`src/rtl/axi_read_arbiter.sv`:
```
// Round-robin arbiter sharing one AXI4 read master among NUM_REQ requesters.
// One outstanding transaction; grant is held from AR accept until the last R beat.
module axi_read_arbiter #(
    parameter int NUM_REQ = 2,
    parameter int ADDR_W  = 32,
    parameter int DATA_W  = 32,
    parameter int ID_W    = 4
) (
    input  logic                      s_aclk,
    input  logic                      s_areset,
    input  logic [NUM_REQ*ADDR_W-1:0] s_axi_araddr,
    input  logic [NUM_REQ*2-1:0]      s_axi_arburst,
    input  logic [NUM_REQ*8-1:0]      s_axi_arlen,
    input  logic [NUM_REQ*3-1:0]      s_axi_arsize,
    input  logic [NUM_REQ*ID_W-1:0]   s_axi_arid,
    input  logic [NUM_REQ-1:0]        s_axi_arvalid,
    output logic [NUM_REQ-1:0]        s_axi_arready,
    output logic [DATA_W-1:0]         s_axi_rdata,
    output logic [ID_W-1:0]           s_axi_rid,
    output logic [1:0]                s_axi_rresp,
    output logic                      s_axi_rlast,
    output logic [NUM_REQ-1:0]        s_axi_rvalid,
    input  logic [NUM_REQ-1:0]        s_axi_rready,
    output logic [ADDR_W-1:0]         m_axi_araddr,
    output logic [1:0]                m_axi_arburst,
    output logic [7:0]                m_axi_arlen,
    output logic [2:0]                m_axi_arsize,
    output logic [ID_W-1:0]           m_axi_arid,
    output logic                      m_axi_arvalid,
    input  logic                      m_axi_arready,
    input  logic [DATA_W-1:0]         m_axi_rdata,
    input  logic [ID_W-1:0]           m_axi_rid,
    input  logic [1:0]                m_axi_rresp,
    input  logic                      m_axi_rlast,
    input  logic                      m_axi_rvalid,
    output logic                      m_axi_rready
);
    localparam int GW = (NUM_REQ > 1) ? $clog2(NUM_REQ) : 1;

    typedef enum logic [1:0] {IDLE, ADDR, DATA} state_t;

    typedef struct packed {
        logic [ADDR_W-1:0] addr;
        logic [1:0]        burst;
        logic [7:0]        len;
        logic [2:0]        size;
        logic [ID_W-1:0]   id;
    } ar_req_t;

    state_t        state, state_nxt;
    logic [GW-1:0] grant, last_grant, winner;
    logic          found;
    logic [ID_W-1:0] saved_rid;
    ar_req_t       win_req;
    int            idx;
    logic          r_done;

    // Round-robin scan starting just after the previous grant, wrapping.
    always_comb begin
        winner = '0;
        found  = 1'b0;
        idx    = 0;
        for (int k = 1; k <= NUM_REQ; k++) begin
            idx = int'(last_grant) + k;
            if (idx >= NUM_REQ) idx = idx - NUM_REQ;
            if (!found && s_axi_arvalid[GW'(idx)]) begin
                found  = 1'b1;
                winner = GW'(idx);
            end
        end
    end

    always_comb begin
        win_req.addr  = s_axi_araddr[int'(winner)*ADDR_W +: ADDR_W];
        win_req.burst = s_axi_arburst[int'(winner)*2 +: 2];
        win_req.len   = s_axi_arlen[int'(winner)*8 +: 8];
        win_req.size  = s_axi_arsize[int'(winner)*3 +: 3];
        win_req.id    = s_axi_arid[int'(winner)*ID_W +: ID_W];
    end

    assign r_done = m_axi_rvalid && m_axi_rready && m_axi_rlast;

    always_ff @(posedge s_aclk or posedge s_areset) begin
        if (s_areset) state <= IDLE;
        else          state <= state_nxt;
    end

    always_comb begin
        state_nxt = state;
        case (state)
            IDLE:    if (found) state_nxt = ADDR;
            ADDR:    if (m_axi_arvalid && m_axi_arready) state_nxt = DATA;
            DATA:    if (r_done) state_nxt = IDLE;
            default: state_nxt = IDLE;
        endcase
    end

    always_ff @(posedge s_aclk or posedge s_areset) begin
        if (s_areset) begin
            grant         <= '0;
            last_grant    <= GW'(NUM_REQ - 1);
            saved_rid     <= '0;
            m_axi_araddr  <= '0;
            m_axi_arburst <= '0;
            m_axi_arlen   <= '0;
            m_axi_arsize  <= '0;
            m_axi_arid    <= '0;
            m_axi_arvalid <= 1'b0;
        end else begin
            case (state)
                IDLE: if (found) begin
                    m_axi_araddr  <= win_req.addr;
                    m_axi_arburst <= win_req.burst;
                    m_axi_arlen   <= win_req.len;
                    m_axi_arsize  <= win_req.size;
                    // Downstream sees the requester index; the original ID is restored on R.
                    m_axi_arid    <= ID_W'(winner);
                    saved_rid     <= win_req.id;
                    grant         <= winner;
                    m_axi_arvalid <= 1'b1;
                end
                ADDR: if (m_axi_arready) m_axi_arvalid <= 1'b0;
                DATA: if (r_done) last_grant <= grant;
                default: ;
            endcase
        end
    end

    // Combinational outputs are forced low during reset as well.
    always_comb begin
        s_axi_arready = '0;
        s_axi_rvalid  = '0;
        m_axi_rready  = 1'b0;
        s_axi_rdata   = '0;
        s_axi_rresp   = '0;
        s_axi_rlast   = 1'b0;
        s_axi_rid     = '0;
        if (!s_areset) begin
            if (state == IDLE && found) s_axi_arready[winner] = 1'b1;
            if (state == DATA) begin
                s_axi_rvalid[grant] = m_axi_rvalid;
                m_axi_rready        = s_axi_rready[grant];
                s_axi_rdata         = m_axi_rdata;
                s_axi_rresp         = m_axi_rresp;
                s_axi_rlast         = m_axi_rlast;
                s_axi_rid           = saved_rid;
            end
        end
    end

endmodule

```
`config.mk`:
```
export PLATFORM = sky130hd
export DESIGN_NAME = axi_read_arbiter
export DESIGN_NICKNAME = d
export VERILOG_FILES = /design/src/rtl/axi_read_arbiter.sv
export SDC_FILE = /design/constraint.sdc
export NUM_CORES = 1
export LEC_CHECK = 0
export BUFFER_PORTS_ARGS = -buffer_cell sky130_fd_sc_hd__buf_2
export CORE_AREA = 2 2 92 94
export DETAILED_ROUTE_END_ITERATION = 7
export DIE_AREA = 0 0 94 96
export GPL_TIMING_DRIVEN = 0
export PLACE_DENSITY = 0.83
export SYNTH_ARGS = -nofsm -noshare
export SYNTH_HDL_FRONTEND = slang
export SYNTH_SLANG_ARGS = --single-unit
```
`constraint.sdc`:
```
create_clock -name s_aclk -period 3.3 [get_ports s_aclk]
set_input_delay 0.165 -clock s_aclk [delete_from_list [all_inputs] [get_ports s_aclk]]
set_output_delay 0.165 -clock s_aclk [all_outputs]
set_load 0.05 [all_outputs]
```
[After elaboration in Yosys (flattened, before gate mapping)]
Cells that the tools add are included.
Cells by class
  add/subtract/negate cells: 4
  multipliers: 1
  order comparisons: 8
  equal/unequal tests: 6
  shift-type cells: 5
  mux-type cells: 37
  bitwise operators: 1
  reductions and logical operators: 14
Operator list (count)
  32-bit two-way mux: 2
  64-bit by 7-bit indexed part select with 32-bit output: 1
  1-bit two-way mux: 20
  2-bit two-way mux: 9
  16-bit by 5-bit indexed part select with 8-bit output: 1
  4-bit two-way mux: 2
  2-bit != test (second input constant): 4
  8-bit by 4-bit indexed part select with 4-bit output: 1
  1-bit logical AND: 7
  1-bit by 3-bit less-than comparator with 1-bit output (second input constant): 2
  2-bit case mux with 3 select lines: 1
  3-bit AND reduction: 2
  6-bit by 4-bit indexed part select with 3-bit output: 1
  1-bit by 2-bit less-than comparator with 1-bit output (second input constant): 2
  2-bit AND reduction: 2
  4-bit by 3-bit indexed part select with 2-bit output: 1
  1-bit by 2-bit adder with 3-bit output (second input constant): 1
  3-bit by 2-bit greater-or-equal comparator with 1-bit output (second input constant): 1
  1-bit by 2-bit multiplier with 3-bit output (second input constant): 1
  1-bit by 1-bit adder with 2-bit output (second input constant): 1
  2-bit bitwise AND: 1
  1-bit demux with 1-bit select: 2
  2-bit by 1-bit == test with 1-bit output (second input constant): 1
  2-bit == test (second input constant): 1
  7 further kinds: 9
Word-level totals
  register bits: 54
  output and inout bits: 94
  word-level logic and storage cells: 85

[Longest topological paths before layout]
Gate-level depths: netlist of the first run.
  depth after elaboration: 16
  depth in mapped cells: 5
  depth with buffers taken out: 3

[Least setup slack after synthesis of the first run]
OpenSTA, ideal clock, no wires.
  path kind: in2out
  from: in s_areset
  to: out s_axi_arready[0]
  data arrival time: 1935 ps
  data required time: 3135 ps
  slack: 1200 ps
  cell stages on the path: 2
  path buffers: 0
  cell sequence: inv_1 and3_1
Between the ends
  word-level cells in the longest chain between the ends: 1
Ends and longest elaborated chain
  from (decl): RTL line 10  | input logic s_areset,
  2-bit two-way mux: RTL line 138  | if (!s_areset) begin
  to (decl): RTL line 17  | output logic [NUM_REQ-1:0] s_axi_arready,
No other way between the ends.

[Worst setup path in the final report of the first run]
  from: in s_areset
  to: out s_axi_rid[2]
Between the ends
  word-level cells in the longest chain between the ends: 1
Ends and longest elaborated chain
  4-bit two-way mux: RTL line 138
  to (decl): RTL line 19  | output logic [ID_W-1:0] s_axi_rid,
No other way between the ends.

==> results by group, run 1 <==
STA
  • Worst-margin pin slew: 0.575 ns
  • Setup TNS: 0 ns
  • Post-layout min period: 2.25 ns
  • Final Hold Vio Count: 0
  • Slew Viols, Final: 0
  • RSZ-0062 raised after global routing: no
  • Final setup violation count: 0
  • Worst Skew: 0.00456 ns
  • Period utilization: 0.681
  • Slew HR: 0.616
  • Fmax achieved: 445 MHz
  • Final Worst Setup Slack: 1.05 ns

Finish
  • Fin cells: 637
  • Nets@finish: 676
  • Antenna Cells: 0
  • Synthesis-to-layout area growth: 47.3%
  • Fraction of layout cells with a size suffix above 1: 0.551
  • Fillcell total: 739

Pwr
  • VDD IR max: 0.000519 V
  • Int Power: 1.91 mW
  • Switching share of power: 0.549
  • Psw: 2.32 mW
  • Clock Power Share: 0.089
  • PD cells: 964 nW/um2
  • Sequential Power Share: 0.274
  • Combinational share of power: 0.637
  • P_leak: 2.44 nW

Clock tree
  • Resized cells post-CTS: 0
  • # clock sinks: 54
  • Reg clk slew, reported paths: 0.09 ns
  • Skew-Pair Late Insertion Delay: 0.30 ns
  • CTS root buffer: clkbuf_8
  • Clock Path Buffers: 2
  • Inserted Clock Buffers: 5
  • CTS tree: built
  • Htree depth: 2

Routing
  • Remaining antenna violation count: 0
  • Initial DRC Count: 35
  • Wirelength per Cell: 14.2 um
  • Post-route DRC: 0
  • Via count: 2,996
  • First-pass DRT Iterations: 4
  • DR vias/cell: 4.70
  • Final WL: 9050 um

Global route
  • Grt peak-use layer: met2
  • First-pass GRT wire length: 13,800 um
  • Grt met3 use: 0.0423
  • Total track usage: 0.192
  • Overflow after GRT: 0
  • M2 GR Usage: 0.356
  • Met1 Track Usage GR: 0.220
  • Initial antenna violation count: 0
  • Vias in the first global route: 2,948
  • Largest net degree at the start of global routing: 31

Setup path
  • CP Launch Type: input port
  • CP max FO: 10
  • Endpoint class of the critical path: primary output
  • Worst endpoint required time: 3.13 ns
  • Worst Path Class, Setup: in2out
  • Worst path arrival time: 2.08 ns

Place
  • I/O Buffers: 230
  • Routability Congestion: 0.815
  • Post-Place Setup Slack: 1.45 ns
  • Post-DP HPWL: 7310 um
  • Post-Place Cells: 628

Job
  • Maxcap violations: 0

Floorplan
  • Row count: 33
  • CORE AREA: 8050 um2
  • Initial Util: 0.370
  • Die area: 9020 um2
  • Die Span Y: 96 um
  • Ports: 239
  • Die width: 94 um

Logic synthesis
  • Syn Inst Count: 290
  • Seq/Total Area, Yosys: 0.454
  • Yosys reg bits: 54
  • Yosys warns: 0
  • Syn Area/Cell: 10.3 um2
  • Post-Syn Area: 2980 um2
  • Netlist cell types: 27

Min path
  • Worst hold path class: in2reg

Outcome
  • Status: finished clean
==> metal layers <==
layer	vias up	routed length (um)
met2	144	4650
met5	-	0
met4	0	217
met3	18	725
met1	1376	3460
li1	1458	-
==> final cells by class <==
class / instances / area (um2) / area share
buffer: 25 / 191 / 0.0436
multi-input combinational: 210 / 1430 / 0.326
tap: 105 / 131 / 0.0299
timing repair buffer: 232 / 1180 / 0.269
inverter: 3 / 11.3 / 0.00256
clock inverter: 1 / 5.00 / 0.00114
sequential: 54 / 1350 / 0.308
clock buffer: 7 / 86.3 / 0.0197
==> cells in the mapped netlist <==
cell	n	share of area
nor3b_2	1	0.0042
buf_6	10	0.038
nor2_1	1	0.0013
or3b_1	1	0.0029
and3_1	2	0.0042
o31ai_1	1	0.0025
inv_1	3	0.0038
o21ai_2	30	0.088
o21ai_1	20	0.034
dfrtp_1	53	0.44
dfstp_2	1	0.0088
nand2_1	52	0.065
and2_1	39	0.082
nor3_2	1	0.0034
a31o_2	1	0.0029
mux2_1	1	0.0038
conb_1	1	0.0013
nor3b_1	1	0.0025
buf_4	4	0.010
o21ai_0	2	0.0034
and4b_1	1	0.0034
mux2i_1	50	0.17
clkbuf_1	5	0.0063
a21oi_1	1	0.0017
buf_2	6	0.010
nand4_1	1	0.0021
nor2b_1	1	0.0021
==> registers in the layout, summed over array words and instances, names as in the netlist <==
name and flops:
m_axi_araddr 32, state 2, m_axi_arlen 8, saved_rid 4, m_axi_arid 1, m_axi_arburst 2, last_grant 1, m_axi_arsize 3
m_axi_arvalid 1
==> power groups by stage <==
stage	clock, mW	sequential [mW]	combinational, mW
floorplan	0	2.10	1.14
global placement	0	1.16	2.67
detailed placement	0	1.17	2.72
CTS	0.391	1.16	2.73
global route	0.415	1.20	2.87
finish	0.379	1.16	2.70
==> metrics by stage <==
stage	power (mW)	hold slack [ns]	instance area [um2]	util
finish	4.23	0.124	4390	0.546
global route	4.49	0.135	4390	0.546
CTS	4.28	0.116	4390	0.546
detailed placement	3.89	0.289	4290	0.533
global placement	3.83	0.433	4270	0.531
floorplan	3.24	0.334	2990	-
==> critical path: stages <==
cell and delay [ns]:
dlygate4sd3_1 0.53, buf_2 0.15, nor3b_2 0.36, clkbuf_1 0.40
and2_1 0.20, buf_2 0.28
==> what timing repair did <==
action                    CTS  global route
hold endpoints to repair   25             0
hold buffers                1             0
buffers inserted            0             0
==> worst paths after layout <==
check	slack, ns	cells after the start	end	start
min reg2reg	0.48	2	m_axi_araddr[31]$_DFFE_PP0N_	m_axi_araddr[31]$_DFFE_PP0N_
max reg2reg	1.66	4	saved_rid[1]$_DFFE_PP0N_	last_grant$_DFFE_PP1P_
max	1.05	6	s_axi_rid[2]	s_areset
min	0.12	3	m_axi_araddr[17]$_DFFE_PP0N_	s_axi_araddr[49]
max in group asynchronous	2.18	4	last_grant$_DFFE_PP1P_	s_areset
min in group asynchronous	0.50	3	m_axi_arlen[6]$_DFFE_PP0N_	s_areset
==> cell families after synthesis <==
family,share of synthesized area
and+or+nand+nor,0.173
buffers and inverters,0.0680
AOI/OAI and AO/OA,0.132
DFF,0.454
other,0.00126
muxes,0.172
==> placed cells by master, fill, tap and decap left out, drive strengths merged <==
master / n
nor2: 1
dlygate4sd3: 1
clkinv: 1
o21ai: 52
o31ai: 1
nand2: 52
mux2i: 50
mux2: 1
and2: 39
a21oi: 1
or3b: 1
dfstp: 1
nor3: 1
nor3b: 2
conb: 3
buf: 251
nor2b: 1
nand4: 1
a31o: 1
and4b: 1
dfrtp: 53
inv: 3
clkbuf: 12
and3: 2
(Power assumes the default switching activity.)
==> inputs of run 2 (changes only) <==
CORE_AREA = default   (was 2 2 92 94)
CORE_MARGIN = 2   (was default)
CORE_UTILIZATION = 36   (was default)
DIE_AREA = default   (was 0 0 94 96)
PLACE_DENSITY = 0.84   (was 0.83)
clock period = 2 ns   (was 3.3 ns; I/O delays follow)
==> run 2 against run 1 <==
Against the previous run: count of clock-buffer cells in the layout up 1; combinational power is 66% higher; sequential cell count unchanged; largest cell class unchanged; critical endpoint is now s_axi_arready[1]; first-iteration DRC count increased by 110%; sequential share of layout area shrank 0.35 points; critical path depth fell by 1; design area rose by 1.3%; highest routed layer is now met5.
==> results by group, run 2 (synthesis results as in run 1) <==
Routing
  • DR vias/cell: 4.71
  • Final WL: 9040 um
  • Met2 wire len: 4890 um
  • Wl on met1: 3280 um
  • Wirelength per Cell: 14.2 um
  • Length of routed met3 wiring: 761 um
  • Via count: 3,004
  • Post-route DRC: 0
  • DR top layer: met5
  • Remaining antenna violation count: 0
  • Initial DRC Count: 74
  • First-pass DRT Iterations: 4

Setup path
  • CP max FO: 10
  • Kind of cell adding the most delay to the critical path: simple AND/OR/NAND/NOR gates
  • R2R setup slack: 0.38 ns
  • Worst endpoint required time: 1.90 ns
  • Endpoint class of the critical path: primary output
  • Worst setup path end: s_axi_arready[1]
  • Slowest-stage cell, CP: dfrtp_2
  • Critical path depth: 5
  • Top cell by count, worst path: buf_6
  • R2r worst-path depth: 4
  • Worst path arrival time: 1.82 ns
  • Ordered cell list for the critical path: or3b_4 > buf_6 > buf_6 > nor3_2 > buf_6
  • R2R Path Start: last_grant$_DFFE_PP1P_
  • CP Launch Type: register
  • CP max stage delay: 0.47 ns
  • Worst Path Class, Setup: reg2out
  • Worst path bufs/invs: 3
  • Reg-to-Reg End: m_axi_arlen[0]$_DFFE_PP0N_
  • Setup crit start: state[0]$_DFFE_PP0P_

Finish
  • Synthesis-to-layout area growth: 49.2%
  • Biggest regs: m_axi_araddr x32, m_axi_arlen x8, saved_rid x4
  • Largest reg by FF count: m_axi_araddr
  • Nets@finish: 677
  • Antenna Cells: 0
  • Most common cell after layout, fill and taps aside: buf_2
  • Finished Core Util: 0.547
  • Max FFs per register: 32
  • Fraction of layout cells with a size suffix above 1: 0.565
  • Most frequent cells in the layout: buf_2 (233), nand2_1 (52), dfrtp_1 (52)

Clock tree
  • CTS tree: built
  • Clock Path Buffers: 2
  • CTS root buffer: clkbuf_8
  • Htree depth: 2
  • # clock sinks: 54
  • Skew-Pair Late Insertion Delay: 0.30 ns
  • Inserted Clock Buffers: 5
  • Reg clk slew, reported paths: 0.10 ns

Place
  • I/O Buffers: 230
  • Post-DP HPWL: 7240 um
  • Routability Congestion: 0.743

STA
  • Fmax achieved: 520 MHz
  • Final Hold Vio Count: 0
  • Final setup violation count: 0
  • Slew Viols, Final: 0
  • Post-layout min period: 1.92 ns
  • Worst Skew: 0.00755 ns
  • Period utilization: 0.962
  • Hold WS: 0.0644 ns
  • RSZ-0062 raised after global routing: yes

Floorplan
  • CORE AREA: 8130 um2
  • Die width: 95.0 um
  • Row count: 33
  • Die area: 9030 um2
  • Ports: 239
  • Die Span Y: 95.0 um
  • Initial Util: 0.367

Min path
  • Hold path cells: 3
  • Worst hold path class: in2reg

Global route
  • Largest net degree at the start of global routing: 36
  • First-pass GRT wire length: 13,700 um
  • Initial antenna violation count: 1
  • Overflow after GRT: 0
  • Vias in the first global route: 2,980
  • Total track usage: 0.195

Pwr
  • PD cells: 1600 nW/um2
  • P_leak: 2.47 nW
  • VDD IR max: 0.000730 V

Job
  • Maxcap violations: 0

Outcome
  • Status: finished clean
==> run 2: cell types whose count changed in the layout (fill, tap and decap cells not counted), sizes merged <==
| cell | delta |
|---|---|
| clkinv | -1 |
| clkbuf | +3 |
| buf | -1 |
==> run 2: cell type report <==
cell class / count / area (um2)
Fill cell: 743 / 3690
Multi-Input combinational cell: 210 / 1440
Sequential cell: 54 / 1350
Timing Repair Buffer: 233 / 1200
Buffer: 25 / 201
Tap cell: 105 / 131
Clock buffer: 8 / 110
Inverter: 3 / 11.3
==> run 2: what timing repair did <==
item                       4_1_cts  5_1_grt
hold endpoints to repair        19        0
hold buffers                     1        0
buffers inserted                 0        1
setup endpoints to repair       31       42
gates resized for setup          3       13
pin swaps                        0        1
==> run 2: per-stage QoR <==
stage	instances	TNS, ns	total power [mW]	cell area (um2)	worst slack (ns)
after floorplan	292	0	5.34	2990	0.0297
after global placement	627	-8.95	6.31	4270	-0.506
final	638	0	7.10	4450	0.0753
after CTS	637	0	7.15	4420	0.00543
after global routing	638	-0.0142	7.55	4450	-0.0107
after detailed placement	628	0	6.43	4290	0.182
==> run 2: where the power goes <==
part | switching [mW] | internal (mW)
clock network | 0.347 | 0.350
registers | 0.307 | 1.62
logic | 3.19 | 1.29
==> run 2: worst reg2reg max path: cells and delay by family (launching register included) <==
kind | cells | cell delay [ns]
buffers and inverters | 2 | 0.62
flip-flops | 1 | 0.53
multiplexers | 1 | 0.24
AO/OA/AOI/OAI | 1 | 0.10
==> run 2: metal layers <==
metal,track usage,up-vias
li1,-,1460
met1,0.215,1396
met2,0.372,136
met3,0.0463,10
met4,0.0519,2
met5,0,-
==> run 2: worst min-delay path by stage <==
stage / startpoint / to
2_1_floorplan: m_axi_arready / state[1]$_DFFE_PP0P_
3_3_place_gp: s_axi_araddr[49] / m_axi_araddr[17]$_DFFE_PP0N_
3_5_place_dp: s_areset / state[0]$_DFFE_PP0P_
4_1_cts: s_axi_araddr[49] / m_axi_araddr[17]$_DFFE_PP0N_
5_1_grt: s_axi_arlen[9] / m_axi_arlen[1]$_DFFE_PP0N_
6_report: s_axi_araddr[60] / m_axi_araddr[28]$_DFFE_PP0N_
==> inputs of run 3 (changes only) <==
CORE_ASPECT_RATIO = 1.75   (was default)
==> run 3 against run 2 <==
Against the previous run: first-iteration DRC count is 59% higher; highest routed layer is now met4; routed wire length is 3.2% higher; clock power grew 37%; critical endpoint unchanged; via count increased by 0.33%; sequential cell count stayed put; combinational power is essentially flat; critical path type unchanged; sequential power about the same.
==> results by group, run 3 (synthesis results as in run 1) <==
Outcome
  • Status: finished clean

Setup path
  • CP max FO: 10
  • Ordered cell list for the critical path: or3b_1 > buf_6 > buf_6 > nor3_2 > buf_4
  • Top cell by count, worst path: buf_6
  • CP Launch Type: register
  • CP max stage delay: 0.46 ns
  • Worst endpoint required time: 1.90 ns
  • Worst path bufs/invs: 3
  • Kind of cell adding the most delay to the critical path: buffers and inverters
  • Worst Path Class, Setup: reg2out
  • Endpoint class of the critical path: primary output
  • Slowest-stage cell, CP: dfrtp_1
  • Worst path arrival time: 1.82 ns

Routing
  • Remaining antenna violation count: 0
  • First-pass DRT Iterations: 4
  • Initial DRC Count: 118
  • DR vias/cell: 4.81
  • Wirelength per Cell: 14.9 um
  • Final WL: 9330 um
  • Post-route DRC: 0
  • Via count: 3,014

Finish
  • Design Area, Final: 4500 um2
  • Biggest regs: m_axi_araddr x32, m_axi_arlen x8, saved_rid x4
  • Fillcell total: 710
  • Fin cells: 626
  • Max FFs per register: 32
  • Largest reg by FF count: m_axi_araddr
  • Most common cell after layout, fill and taps aside: buf_2
  • Register Area: 1350 um2
  • Synthesis-to-layout area growth: 50.8%
  • Nets@finish: 677
  • Most frequent cells in the layout: buf_2 (233), dfrtp_1 (53), nand2_1 (52)
  • Multi-input logic area: 1440 um2
  • Fraction of layout cells with a size suffix above 1: 0.557

Floorplan
  • Initial Util: 0.374
  • Die Span Y: 124 um
  • Die width: 72.8 um
  • Row count: 43
  • Ports: 239
  • CORE AREA: 7960 um2
  • Die area: 9050 um2

Min path
  • Worst hold path class: in2reg

Clock tree
  • # clock sinks: 54
  • Clock Path Buffers: 2
  • Inserted Clock Buffers: 5
  • CTS root buffer: clkbuf_16
  • Reg clk slew, reported paths: 0.07 ns
  • Postcts setup bufs: 0
  • Htree depth: 2
  • Skew-Pair Late Insertion Delay: 0.29 ns
  • CTS tree: built

Global route
  • Overflow after GRT: 0
  • Vias in the first global route: 2,982
  • Largest net degree at the start of global routing: 30
  • Initial antenna violation count: 3
  • First-pass GRT wire length: 14,200 um
  • Total track usage: 0.205

STA
  • Slew Viols, Final: 0
  • Final setup violation count: 0
  • Hold WS: 0.0822 ns
  • Period utilization: 0.961
  • Fmax achieved: 520 MHz
  • Worst Skew: 0.00737 ns
  • RSZ-0062 raised after global routing: no
  • Final Hold Vio Count: 0
  • Post-layout min period: 1.92 ns

Pwr
  • Overall power: 7.34 mW
  • PD cells: 1630 nW/um2
  • P_leak: 2.49 nW
  • VDD IR max: 0.000987 V

Place
  • Post-DP HPWL: 7940 um
  • Routability Congestion: 0.806
  • Post-DP Area: 4270 um2
  • Post-Place Cells: 613
  • I/O Buffers: 230

Job
  • Maxcap violations: 0
## run 3: changes by cell type in the layout (fill, tap and decap cells not counted), sizes merged
cell	before	now
bufinv	0	1
clkbuf	15	14
diode	0	3
## run 3: per-layer routing
layer  GRT usage  share of wire  vias up
met5           0              0        -
li1            -              -     1454
met4       0.102          0.041        0
met3      0.0421          0.076       19
met1       0.187           0.31     1380
met2       0.399           0.57      161
## run 3: timing repair
| action | 4_1_cts | 5_1_grt |
|---|---|---|
| endpoints found under the setup margin | 20 | 20 |
| resized for setup | 3 | 11 |
| hold endpoints to repair | 26 | 0 |
| cloned | 0 | 0 |
| pin swaps | 0 | 1 |
| hold buffers | 2 | 0 |
## run 3: final cells by class
type	instances	share of cell area
clock buffers	7	0.0295
repair buffers	233	0.269
inverters	3	0.00250
clock inverters	1	0.00668
flip-flops and latches	54	0.301
multi-input cells	210	0.320
plain buffers	25	0.0448
diodes	3	0.00167
well taps	90	0.0250
## run 3: power breakdown
part           total, mW  switching [mW]  leakage, nW  internal (mW)
registers           1.92           0.299        0.664           1.62
logic               4.47            3.19         1.75           1.28
clock network      0.955           0.363       0.0781          0.592
## run 3: worst paths after layout
check	startpoint	to	slack (ns)	cells past startpoint
hold reg to reg	m_axi_arburst[1]$_DFFE_PP0N_	m_axi_arburst[1]$_DFFE_PP0N_	0.47	2
setup reg to reg	last_grant$_DFFE_PP1P_	m_axi_arlen[1]$_DFFE_PP0N_	0.41	4
max in group asynchronous	s_areset	last_grant$_DFFE_PP1P_	1.31	4
hold / removal	s_axi_arlen[13]	m_axi_arlen[5]$_DFFE_PP0N_	0.08	3
setup / recovery	state[0]$_DFFE_PP0P_	s_axi_arready[1]	0.08	5
min in group asynchronous	s_areset	m_axi_araddr[5]$_DFFE_PP0N_	0.47	4
## run 3: stage by stage
stage	setup TNS, ns	utilization	setup slack, ns
6_report	0	0.565	0.0770
2_1_floorplan	0	-	0.0297
3_5_place_dp	0	0.537	0.172
3_3_place_gp	-11.63	0.534	-0.558
5_1_grt	0	0.565	0.00205
4_1_cts	0	0.562	0.0163
## run 3: tightest hold or removal path, stage by stage
cell	delay [ns]
buf_2	0.08
mux2i_1	0.05
o21ai_1	0.10
